**config.mk**
```make
export PLATFORM = sky130hd
export DESIGN_NAME = mux_pipe_n
export DESIGN_NICKNAME = d
export VERILOG_FILES = /design/src/rtl/mux_pipe_n.sv
export SDC_FILE = /design/constraint.sdc
export NUM_CORES = 1
export LEC_CHECK = 0
export CAP_MARGIN = 20
export CORE_AREA = 2 2 39 41
export CTS_BUF_LIST = sky130_fd_sc_hd__clkbuf_4
export CTS_CLUSTER_SIZE = 8
export DETAILED_ROUTE_END_ITERATION = 8
export DIE_AREA = 0 0 41 43
export GPL_TIMING_DRIVEN = 0
export PLACE_DENSITY = 0.61
export SYNTH_ARGS = -nofsm -noshare
export SYNTH_HDL_FRONTEND = slang
export SYNTH_SLANG_ARGS = --single-unit
```
**constraint.sdc**
```tcl
create_clock -name clk -period 3.4 [get_ports clk]
set_input_delay 1.02 -clock clk [delete_from_list [all_inputs] [get_ports clk]]
set_output_delay 1.02 -clock clk [all_outputs]
set_load 0.02 [all_outputs]
```
**src/rtl/mux_pipe_n.sv**
```systemverilog
// N-input, W-bit lane selector with a single-entry registered output stage
// and valid/ready handshaking on both sides.
module mux_pipe_n #(
  parameter int WIDTH  = 5,
  parameter int NUM_IN = 2,
  parameter int SEL_W  = $clog2(NUM_IN)
) (
  input  logic                    clk,
  input  logic                    rst_n,
  input  logic [NUM_IN*WIDTH-1:0] in_data,
  input  logic [SEL_W-1:0]        sel,
  input  logic                    in_valid,
  output logic                    in_ready,
  output logic [WIDTH-1:0]        out_data,
  output logic [SEL_W-1:0]        out_sel,
  output logic                    out_valid,
  input  logic                    out_ready,
  output logic                    sel_err
);

  logic [WIDTH-1:0]  lane   [NUM_IN];
  logic [WIDTH-1:0]  masked [NUM_IN];
  logic [NUM_IN-1:0] hit;
  logic [WIDTH-1:0]  data_next;
  logic              in_range;
  logic              accept;
  logic              drain;

  logic [WIDTH-1:0]  data_reg;
  logic [SEL_W-1:0]  sel_reg;
  logic              valid_reg;
  logic              err_reg;

  // One-hot lane match; an out-of-range sel matches nothing and yields zero data.
  // This avoids a constant comparison when NUM_IN is a power of two.
  generate
    for (genvar gi = 0; gi < NUM_IN; gi++) begin : g_lane
      assign lane[gi]   = in_data[gi*WIDTH +: WIDTH];
      assign hit[gi]    = (sel == SEL_W'(gi));
      assign masked[gi] = hit[gi] ? lane[gi] : '0;
    end
  endgenerate

  always_comb begin
    data_next = '0;
    for (int k = 0; k < NUM_IN; k++) begin
      data_next = data_next | masked[k];
    end
  end

  assign in_range = |hit;
  assign in_ready = !valid_reg || out_ready;
  assign accept   = in_valid && in_ready;
  assign drain    = valid_reg && out_ready;

  always_ff @(posedge clk) begin
    if (!rst_n) begin
      data_reg  <= '0;
      sel_reg   <= '0;
      valid_reg <= 1'b0;
      err_reg   <= 1'b0;
    end else begin
      if (accept) begin
        data_reg  <= data_next;
        sel_reg   <= sel;
        valid_reg <= 1'b1;
      end else if (drain) begin
        valid_reg <= 1'b0;
      end
      if (accept && !in_range) begin
        err_reg <= 1'b1;
      end
    end
  end

  assign out_data  = data_reg;
  assign out_sel   = sel_reg;
  assign out_valid = valid_reg;
  assign sel_err   = err_reg;

endmodule

```
# Word level (Yosys, flattened, before mapping)
# Cells that the tools add are included.
# op_classes
mux,4
n_bitwise,1
n_reduce_logical,5
# ops
op,n
$mux W5,2
$or A5 B5 Y5,1
$logic_and A1 B1 Y1,2
$mux W1,2
$reduce_bool A2 Y1,1
$logic_not A1 Y1,1
$logic_or A1 B1 Y1,1
# word_totals
regBits,7
in_bits,15
output_inout_bits,9
elab_cells,13

# Depth between registers and ports, before layout
# depth
ltp_word,4
ltp_mapped,5
ltp_nobuf,3

# Worst setup path after synthesis
# Ideal clock, no wire load.
# synth_path
path_kind,input port to output port
start,in out_ready
end,out in_ready
arrival_ps,1275
slack_ps,1105
cell_stages,2
path_buffers,1
cell_sequence,nand2b_4 -> buf_6
# synth_between
elab_chain_len,1
# synth_rtl
element,line_no,rtl
start: declaration,17,"input logic out_ready,"
$logic_or A1 B1 Y1,52,assign in_ready = !valid_reg || out_ready;
end: declaration,13,"output logic in_ready,"
# No other way between the ends.

# Final worst setup path
# Same ends and word-level chain as after synthesis.

==> impl_results.md <==
- Number of endpoints with negative hold slack in the final report: 0
- Number of flops mapped to enable cells by yosys: 0
- Via count of the first global-routing pass: 319
- Startpoint Class: input port
- CP Buf/Inv Count: 3
- Post-synthesis xor/xnor area fraction: 0
- Maximum number of pins on one net before global-route repair: 9
- CP Data Required Time: 2.38 ns
- Num Clock Sinks: 7
- Fin. max-slew vios: 0
- Number of iterations in the first detailed-routing pass: 4
- Total I/O pin count: 24
- Number of flip-flops and latches in the synthesized netlist: 7
- Crit-path slowest cell: clkdlybuf4s50_1
- Combinational family with the most area after synthesis: multiplexers
- Fraction of the yosys area taken by sequential cells: 0.390
- Asr flop ratio synth: 0
- Critical register-to-register path endpoint: out_data[2]
- Number of hold buffers added after CTS: 0
- Unique masters post-synth: 14
- Max incr delay on CP: 0.60 ns
- Sink of the worst hold path: out_sel
- Mean post-synth cell area: 10.3 um^2
- Clk Tree Root Cell: clkbuf_4
- Count of maximum capacitance violations: 0
- Final Cell Area: 609 um^2
- Start point of the worst min-delay path: out_sel
- Violation count after the first detailed-route iteration: 1
- Worst setup EP type: output port
- Post-route fraction of the period consumed by the critical path: 0.977
- Library cell appearing most often on the critical path: clkdlybuf4s50_1
- Area fraction in compound gates after synthesis: 0.160
- Horizontal die dimension: 41 um
- Share of synthesized cell area in and, or, nand and nor gates: 0.153
- Count of cells along the worst register-to-register path: 5
- Overflow left after global routing: 0
- Path type of the worst min-delay path: flip-flop to flip-flop
- Count of mapped cells out of synthesis: 35
- Area share of fa/ha/maj cells after synthesis: 0
- Routed Wire Length: 744 um
- Delay-heaviest family, CP: buffers and inverters
- Port Buffers: 20
- Core ar.: 0.00138 mm^2
- Post CTS Setup Buffer Count: 0
- Worst ir drop on vdd: 168 uV
- Cell type with the highest aggregate area in the netlist: dfxtp_1
- Synth warn: 0
- Number of H-tree levels: 1
- Final net count: 75
- Cell depth of the worst hold path: 2
- CTS tree: yes
- Kind of critical path: input port to output port
- Site row count: 14
- Leakage power: 0.303 nW
- Total placed instance area: 579 um^2
- Worst hold slack across all endpoints: 0.458 ns
- Sequence of cells on the critical path: clkdlybuf4s50_1 -> nand2b_4 -> buf_6 -> clkdlybuf4s50_1
- Share of synthesized area spent on multiplexers: 0.167
- Area of the die: 0.00176 mm^2
- Initial Util: 0.259
- Count of inserted antenna diode cells: 0
- Per-cell via count in the routed design: 4.37
- Worst endpoint data arrival time: 2.30 ns
- Setup slack of the worst register-to-register path: 2.27 ns
- Total clock buffers created by CTS: 3
- Power density over cell area: 387 mW/mm^2
- Worst Setup SP: out_ready
- Library cell with the highest instance count after synthesis: dfxtp_1
- RSZ-0062 raised after global routing: false
- Weighted congestion at the end of routability-driven global placement: 0.600
- Average wire length per cell after detail routing: 9.92 um
- Worst reg2reg startpoint: out_valid
- Share of post-route cells with drive strength above 1: 0.169
- Antenna violations before repair: 0
- Total via count after detailed routing: 328
- Post-cts gate resize count: 0
- Worst clock skew: 0.000948 ns
- Top achievable clock speed: 301 MHz
- Commonest register cell after synthesis: dfxtp_1
- Area grow syn2layout: 69.7%
- Final count of negative-setup-slack endpoints: 0
- Count of unresolved DRC violations after routing: 0
- Fillers: 147
- Buffer depth of the longest clock path: 2
- Largest fanout on the critical path: 8
- Global-route usage over all layers: 0.105
- Mapped cell area: 359 um^2
- Clock edge transition at the registers on the reported setup and hold paths: 0.05 ns
- First-pass GRT wire length: 1240 um
- Min Tclk post-route: 3.32 ns
- Setup TNS: 0 ns
- Remaining number of nets flagged by the antenna check after routing: 0
- Die Y: 43 um
- Leading cell types by count after synthesis: 7 x dfxtp_1, 6 x mux2i_1, 5 x nand3_1, 5 x o211a_1
- Post-Syn Nets: 50
- Top post-synthesis cells by area: dfxtp_1 39%, mux2i_1 17%, o211a_1 14%
- Area share of the largest cell type after synthesis: 0.390
- Insertion delay to the later sink of the worst-skew pair: 0.25 ns
- Outcome: complete, no violations
-- worst max path at each step --
stage	endpoint	slack [ns]	depth (start not counted)
floorplan	in_ready	1.10	2
finish	in_ready	0.08	4
global route	in_ready	0.06	4
global placement	in_ready	0.07	4
detailed placement	in_ready	0.07	4
CTS	in_ready	0.07	4
-- cell usage in the layout (no fill, tap or decap), types with 2 or more instances in the layout --
master	instances
buf_6	2
clkbuf_4	4
clkdlybuf4s50_1	20
dfxtp_1	7
mux2i_1	6
nand2_1	2
nand3_1	5
o211a_1	5
-- area by class of cell --
type	instances	area, um^2	share of cell area
Buffer	5	38.8	0.0637
Inverter	1	3.75	0.00616
Sequential cell	7	140	0.230
Tap cell	16	20.0	0.0329
Clock buffer	4	30.0	0.0493
Timing Repair Buffer	20	200	0.329
Multi-Input combinational cell	22	176	0.290
-- flip-flops by register name, summed over array words and instances (netlist names) --
name and cells:
out_sel 1, out_data 5, out_valid 1
-- where the power goes --
part	internal [mW]	switching (mW)	total (mW)
registers	0.0886	0.00334	0.0919
logic	0.0371	0.0244	0.0615
clock network	0.0527	0.0296	0.0822
-- worst min-delay path, cell delays in order, from the launching register on --
cell and delay [ns]:
dfxtp_1 0.30, nand2_1 0.05, mux2i_1 0.05
-- per-stage QoR --
stage,power [mW],worst slack [ns],util,std cells
global route,0.251,0.0559,0.440,75
floorplan,0.125,1.10,-,35
CTS,0.242,0.0721,0.440,75
finish,0.236,0.0794,0.440,75
global placement,0.156,0.0707,0.419,71
detailed placement,0.156,0.0722,0.419,71
-- metal layers --
metal / vias up / part of all wire / GRT usage
li1: 167 / - / -
met1: 151 / 0.47 / 0.136
met2: 10 / 0.48 / 0.138
met3: 0 / 0.054 / 0.0157
met4: 0 / 0 / 0.100
met5: - / 0 / 0
-- logic make-up after synthesis --
logic type	count (synthesis)
muxes	6
buffers and inverters	6
AOI/OAI and AO/OA	6
other	1
and+or+nand+nor	9
DFF	7
No activity file was read; power rests on OpenSTA's default activity.
